==> src/rtl/ysyx_23060332_lsu.sv <==
// ysyx_23060332_lsu: load/store unit between EXU and the data-memory stage.
// One op in flight at a time: IDLE accepts, ACCESS holds the memory port for
// MEM_LAT cycles, RESP presents the formatted result to WBU.
// Optional build macro YSYX_23060332_LSU_MISALIGN_CHECK_EN: misaligned
// halfword/word ops skip the memory access and return out_err=1.
module ysyx_23060332_lsu #(
    parameter int MEM_LAT = 1,
    parameter int CNT_W   = 4
) (
    input  logic        clk,
    input  logic        rst,
    input  logic        in_valid,
    output logic        in_ready,
    input  logic        in_is_load,
    input  logic        in_is_store,
    input  logic [2:0]  in_funct3,
    input  logic [31:0] in_addr,
    input  logic [31:0] in_wdata,
    input  logic [4:0]  in_rd,
    output logic        mem_ren,
    output logic [31:0] mem_raddr,
    input  logic [31:0] mem_rdata,
    output logic        mem_wen,
    output logic [31:0] mem_waddr,
    output logic [31:0] mem_wdata,
    output logic [7:0]  mem_wmask,
    output logic        out_valid,
    input  logic        out_ready,
    output logic [31:0] out_rdata,
    output logic [4:0]  out_rd,
    output logic        out_err
);

    typedef enum logic [1:0] {IDLE, ACCESS, RESP} state_t;

    localparam logic [CNT_W-1:0] LAT_M1 = CNT_W'(MEM_LAT - 1);

    state_t            r_state, w_next;
    logic [CNT_W-1:0]  r_cnt;
    logic              r_is_load, r_is_store, r_err;
    logic [2:0]        r_funct3;
    logic [31:0]       r_addr, r_wdata, r_rdata;
    logic [7:0]        r_wmask;
    logic [4:0]        r_rd;

    logic              w_mem_op, w_misalign, w_accept;
    logic [1:0]        w_sh;
    logic [7:0]        w_st_mask;
    logic [31:0]       w_st_data, w_ld_data;

    assign w_mem_op = in_is_load | in_is_store;
    assign w_sh     = in_addr[1:0];
    assign w_accept = (r_state == IDLE) && in_valid;

`ifdef YSYX_23060332_LSU_MISALIGN_CHECK_EN
    // funct3[1:0]: 00 byte, 01 half, anything else is a word access
    assign w_misalign = ((in_funct3[1:0] == 2'b01) && in_addr[0]) ||
                        (in_funct3[1] && (in_addr[1:0] != 2'b00));
`else
    assign w_misalign = 1'b0;
`endif

    // Store lane placement; lanes pushed past byte 3 are dropped
    always_comb begin
        w_st_mask = 8'h0F;
        w_st_data = in_wdata;
        case (in_funct3[1:0])
            2'b00: begin
                w_st_mask = 8'h01 << w_sh;
                w_st_data = {24'b0, in_wdata[7:0]} << {w_sh, 3'b000};
            end
            2'b01: begin
                w_st_mask = 8'h03 << w_sh;
                w_st_data = {16'b0, in_wdata[15:0]} << {w_sh, 3'b000};
            end
            default: ;
        endcase
        w_st_mask = w_st_mask & 8'h0F;
    end

    // Load extension from the already byte-aligned read data
    always_comb begin
        case (r_funct3)
            3'b000:  w_ld_data = {{24{mem_rdata[7]}}, mem_rdata[7:0]};
            3'b100:  w_ld_data = {24'b0, mem_rdata[7:0]};
            3'b001:  w_ld_data = {{16{mem_rdata[15]}}, mem_rdata[15:0]};
            3'b101:  w_ld_data = {16'b0, mem_rdata[15:0]};
            default: w_ld_data = mem_rdata;
        endcase
    end

    // State register
    always_ff @(posedge clk or posedge rst) begin
        if (rst) r_state <= IDLE;
        else     r_state <= w_next;
    end

    // Next state and handshake / memory strobes
    always_comb begin
        w_next    = r_state;
        in_ready  = 1'b0;
        mem_ren   = 1'b0;
        mem_wen   = 1'b0;
        out_valid = 1'b0;
        case (r_state)
            IDLE: begin
                in_ready = 1'b1;
                if (in_valid) w_next = (w_mem_op && !w_misalign) ? ACCESS : RESP;
            end
            ACCESS: begin
                mem_ren = r_is_load;
                // counter still at its load value only on the first cycle
                mem_wen = r_is_store && (r_cnt == LAT_M1);
                if (r_cnt == '0) w_next = RESP;
            end
            RESP: begin
                out_valid = 1'b1;
                if (out_ready) w_next = IDLE;
            end
            default: w_next = IDLE;
        endcase
    end

    // Op capture, latency counter and result register
    always_ff @(posedge clk or posedge rst) begin
        if (rst) begin
            r_cnt      <= '0;
            r_is_load  <= 1'b0;
            r_is_store <= 1'b0;
            r_err      <= 1'b0;
            r_funct3   <= 3'b0;
            r_addr     <= 32'b0;
            r_wdata    <= 32'b0;
            r_wmask    <= 8'b0;
            r_rd       <= 5'b0;
            r_rdata    <= 32'b0;
        end else if (w_accept) begin
            r_cnt      <= LAT_M1;
            r_is_load  <= in_is_load;
            r_is_store <= in_is_store & ~in_is_load;
            r_err      <= w_mem_op & w_misalign;
            r_funct3   <= in_funct3;
            r_addr     <= in_addr;
            r_wdata    <= w_st_data;
            r_wmask    <= w_st_mask;
            r_rd       <= in_rd;
            r_rdata    <= 32'b0;
        end else if (r_state == ACCESS) begin
            if (r_cnt != '0) r_cnt <= r_cnt - CNT_W'(1);
            else             r_rdata <= r_is_load ? w_ld_data : 32'b0;
        end
    end

    assign mem_raddr = r_addr;
    assign mem_waddr = {r_addr[31:2], 2'b00};
    assign mem_wdata = r_wdata;
    assign mem_wmask = r_wmask;
    assign out_rdata = r_rdata;
    assign out_rd    = r_rd;
    assign out_err   = r_err;

endmodule

==> config.mk <==
export PLATFORM = sky130hd
export DESIGN_NAME = ysyx_23060332_lsu
export DESIGN_NICKNAME = d
export VERILOG_FILES = /design/src/rtl/ysyx_23060332_lsu.sv
export SDC_FILE = /design/constraint.sdc
export NUM_CORES = 1
export LEC_CHECK = 0
export CORE_MARGIN = 4
export CORE_UTILIZATION = 42
export DETAILED_ROUTE_END_ITERATION = 8
export HOLD_SLACK_MARGIN = 0.15
export PLACE_DENSITY = 0.83
export SYNTH_ARGS = -nofsm -noshare
export SYNTH_HDL_FRONTEND = slang
export SYNTH_SLANG_ARGS = --single-unit
==> constraint.sdc <==
create_clock -name clk -period 5.5 [get_ports clk]
set_input_delay 1.375 -clock clk [delete_from_list [all_inputs] [get_ports clk]]
set_output_delay 1.375 -clock clk [all_outputs]
set_load 0.01 [all_outputs]
Word-level counts from Yosys, hierarchy flattened
Index checks and enable logic that the tools add are counted.
{ "word_totals": {"ff_bits": 116, "in_bits": 110, "output_inout_bits": 146, "word_cells": 59} }
{ "classes": {"add_sub_neg": 1, "n_eq_ne": 10, "shifts": 4, "n_mux": 19, "bitwise": 3, "n_reduce_logical": 12} }
{ "ops": {"columns": ["op", "n"], "rows": [
  ["32-bit 2-to-1 mux", 4],
  ["32-bit case mux with 4 select lines", 1],
  ["32-bit case mux with 2 select lines", 1],
  ["16-bit by 5-bit << shifter with 32-bit output", 1],
  ["8-bit by 5-bit << shifter with 32-bit output", 1],
  ["4-bit 2-to-1 mux", 3],
  ["2-bit 2-to-1 mux", 4],
  ["2-bit != test, second input constant", 4],
  ["4-bit case mux with 2 select lines", 1],
  ["3-bit equality test, second input constant", 2],
  ["2-bit case mux with 3 select lines", 1],
  ["2-bit by 1-bit equality test with 1-bit output, second input constant", 2],
  ["2-bit zero test", 2],
  ["4-bit zero test", 1],
  ["1-bit 2-to-1 mux", 4],
  ["2-bit AND reduction", 2],
  ["2-bit nonzero test", 2],
  ["4-bit nonzero test", 1],
  ["1-bit by 2-bit << shifter with 4-bit output, first input constant", 1],
  ["2-bit by 2-bit << shifter with 4-bit output, first input constant", 1],
  ["4-bit by 1-bit subtractor with 4-bit output, second input constant", 1],
  ["3-bit by 1-bit equality test with 1-bit output, second input constant", 1],
  ["3-bit zero test", 1],
  ["3-bit AND reduction", 1],
  ["5 further kinds", 6]
]} }

Depth between registers and ports, before layout
{ "depth": {"ltp_word": 6, "depth_mapped": 7, "mapped_depth_nobuf": 5} }

Least setup slack after synthesis
Ideal clock, no wire load.
{ "synth_timing": {"path_kind": "register -> output", "start": "reg r_cnt[0]", "end": "out mem_wen", "arrival_ns": 1.329, "required_ns": 4.125, "path_slack_ns": 2.796, "path_stages_with_launch": 6, "n_path_buf": 1, "cell_sequence": "dfrtp_1 inv_1 ha_1 nor3b_2 clkbuf_1 and3_1"} }
{ "synth_via": {"elab_chain_cells": 3} }
{ "synth_rtl": {"columns": ["item", "line_no", "source"], "rows": [
  ["start, declared", "39", "logic [CNT_W-1:0] r_cnt;"],
  ["start signal, assigned", "149", "if (r_cnt != '0) r_cnt <= r_cnt - CNT_W'(1);"],
  ["4-bit zero test", "113", "mem_wen = r_is_store && (r_cnt == LAT_M1);"],
  ["1-bit logical AND", "113", null],
  ["1-bit 2-to-1 mux", "105", "case (r_state)"],
  ["end, declared", "23", "output logic mem_wen,"]
]} }
Every way passes these cells.

Worst setup path after layout
Same ends and word-level chain as after synthesis.

==> flow_metrics.tcl <==
set metrics [dict create \
    yosysUniqueCellTypes 45 \
    yosysSeqAreaShare 0.506 \
    die-area_um2 15600 \
    worst_slew_pin_slew_ns 1.15 \
    ir_drop_mv 0.262 \
    drt-pass1-iter-count 5 \
    design_area_um2 8530 \
    leakage_nw 3.64 \
    cp.arrival_ns 2.48 \
    rr_startpoint "r_cnt[0]$_DFFE_PP0P_" \
    skew_ns 0.00794 \
    worst_hold_startpoint "mem_wmask[0]$_DFFE_PP0P_" \
    grt_pass1_wl_um 28000 \
    startpoint_type "register" \
    period_needed_ns 3.85 \
    synthToLayoutAreaGrowth_pct 48.9 \
    rows 42 \
    clkSinkCount 116 \
    grt_pass1_vias 5326 \
    synth_area_leader_cell "dfrtp_1" \
    die_w_um 125 \
    whs_endpoint "mem_wmask[0]$_DFFE_PP0P_" \
    synth_seq_cells 116 \
    setup_viol 0 \
    synth.avg_cell_area_um2 9.44 \
    fmax_mhz 259 \
    viasPerCell 5.25 \
    drt-total-wl_um 17200 \
    cts_tree "done" \
    ys_top_cells_by_area "dfrtp_1 (51%), nand2_1 (8.3%), buf_4 (5.0%)" \
    antenna_cells 0 \
    synth.most_common_cell "nand2_1" \
    clk_pin_slew_worst_paths_ns 0.05 \
    core_area_um2 13300 \
    whs_path_depth 1 \
    port_buffers 248 \
    status "finished clean" \
    holdBufCountCts 0 \
    yosys_warnings 0 \
    pre_cts_ws_ns 1.89 \
    drv_cap 0 \
    cp-end-kind "output pin" \
    synth-async-reset-ratio 1.00 \
    grt_setup_unrepaired "no" \
    cp.required_ns 4.12 \
    synth_area_um2 5730 \
    synth_ff_type "dfrtp_1" \
    dp_hpwl_um 12100 \
    cts-resized-gates 0 \
    setup_tns_ns 0 \
    clkLatencyLatePin_ns 0.40 \
    track_usage 0.219 \
    dpl_cell_area_um2 7990 \
    hp-class "register to register" \
    r2r_setup_slack_ns 2.83 \
    max_slew_margin 0.231 \
    drc 0 \
    worst_slack_ns 1.65 \
    grt_antenna_before_repair 0 \
    fin_crit_sh 0.701 \
    synth_top_area_share 0.506 \
    final_max_slew_viol_count 0 \
    fp.dieH_um 125 \
    timing.hold.ws_ns 0.475 \
    reg2reg_to "out_rdata[18]$_DFFE_PP0P_" \
    wl_per_cell_um 17.4 \
    final_nets 916 \
    drtIter0Drc 335 \
    timing.setup.critical_path_class "register to output pin" \
    antenna_left 0 \
    vias 5206 \
    r2r_cells 5 \
    root_buffer "clkbuf_16" \
    initial_core_util 0.431 \
    drive_gt1_frac 0.0748 \
    cts-htree-levels 4 \
    numCtsBuffers 17 \
    grt_overflow_total 0 \
    ioPinCount 256 \
    synthCells 607 \
    synth_edf_count 0 \
    cts.path.max_buffers 2 \
    hold_viol_final 0 \
    p_per_area_nw_per_um2 565 \
    grt_max_degree 94 \
    synth_commonest_cells "nand2_1 (127), dfrtp_1 (116), a21oi_1 (54)" \
    gp_routability_congestion 0.839 \
    postCtsSetupRepairBufs 0 \
    path_max_fanout 13 \
]
-- area by class of cell --
cell class	instances	area, µm²
Fill cell	1102	4760
Clock buffer	25	495
Sequential cell	116	2900
Timing Repair Buffer	256	2540
Clock inverter	5	50.0
Inverter	6	25.0
Tap cell	176	220
Multi-Input combinational cell	407	2300
-- kinds of logic after synthesis --
kind of cell               count (synthesis)  share of synthesized area
muxes                                      3                    0.00546
other                                      1                   0.000654
and+or+nand+nor                          217                      0.180
DFF                                      116                      0.506
buffers and inverters                     90                     0.0980
AOI/OAI and AO/OA                        178                      0.205
adders and majority gates                  2                    0.00437
-- metrics by stage --
step	utilization	instances	power [mW]
floorplan	-	613	2.77
detailed placement	0.601	961	3.83
global placement	0.601	961	3.79
finish	0.642	991	4.82
CTS	0.642	991	4.87
global route	0.642	991	5.12
-- placed cells by master (no fill, tap or decap), types with 2 or more instances in the layout --
master           instances
nand2b_1                 2
o21a_1                   8
mux2i_1                  2
buf_4                    8
nand4_1                  8
o211ai_2                16
nor2_1                  29
o31ai_1                 15
dfrtp_1                116
o21ai_0                 37
o211ai_1                 8
a22o_1                   8
ha_1                     2
a22oi_1                  8
clkinv_2                 4
a21oi_1                 54
o21ai_1                  8
clkbuf_8                 4
clkbuf_16               17
clkdlybuf4s50_1        248
nand3_1                  4
inv_1                    4
clkbuf_1                 4
nand2_1                127
and2_1                   9
o22ai_1                  9
nor2b_1                 18
nor3b_2                  2
nor4bb_1                 8
conb_1                   7
-- where the power goes --
group	total, mW	internal, mW	switching, mW
registers	1.56	1.23	0.324
logic	2.24	1.16	1.08
clock network	1.02	0.660	0.357
-- how the worst max path moves through the flow --
stage,start,slack [ns],end,cells past startpoint
finish,r_cnt[0]$_DFFE_PP0P_,1.65,mem_wen,5
global route,r_cnt[0]$_DFFE_PP0P_,1.43,mem_wen,5
CTS,r_cnt[0]$_DFFE_PP0P_,1.65,mem_wen,5
detailed placement,in_valid,1.89,out_rdata[8]$_DFFE_PP0P_,5
global placement,in_valid,1.91,out_rdata[8]$_DFFE_PP0P_,5
floorplan,rst,1.05,mem_raddr[0]$_DFFE_PP0P_,1
-- state kept, by name (all words and copies together), names as in the netlist --
name,count
mem_wdata,32
mem_wmask,4
r_funct3,3
r_is_store,1
r_state,2
out_rd,5
mem_raddr,32
r_cnt,4
out_rdata,32
r_is_load,1
-- critical path, cell delays in order (launching register included) --
cell and delay [ns]:
dfrtp_1 0.39, inv_1 0.10, ha_1 0.16, nor3b_2 0.64, and3_1 0.26, clkdlybuf4s50_1 0.53
-- layer usage --
metal / vias to the layer above / part of all wire / global-route usage
met4: 0 / 0.016 / 0.0733
met1: 2527 / 0.43 / 0.279
li1: 2452 / - / -
met2: 201 / 0.50 / 0.370
met5: - / 0 / 0
met3: 26 / 0.053 / 0.0472
Note: power is estimated with default switching activity, not from simulation.
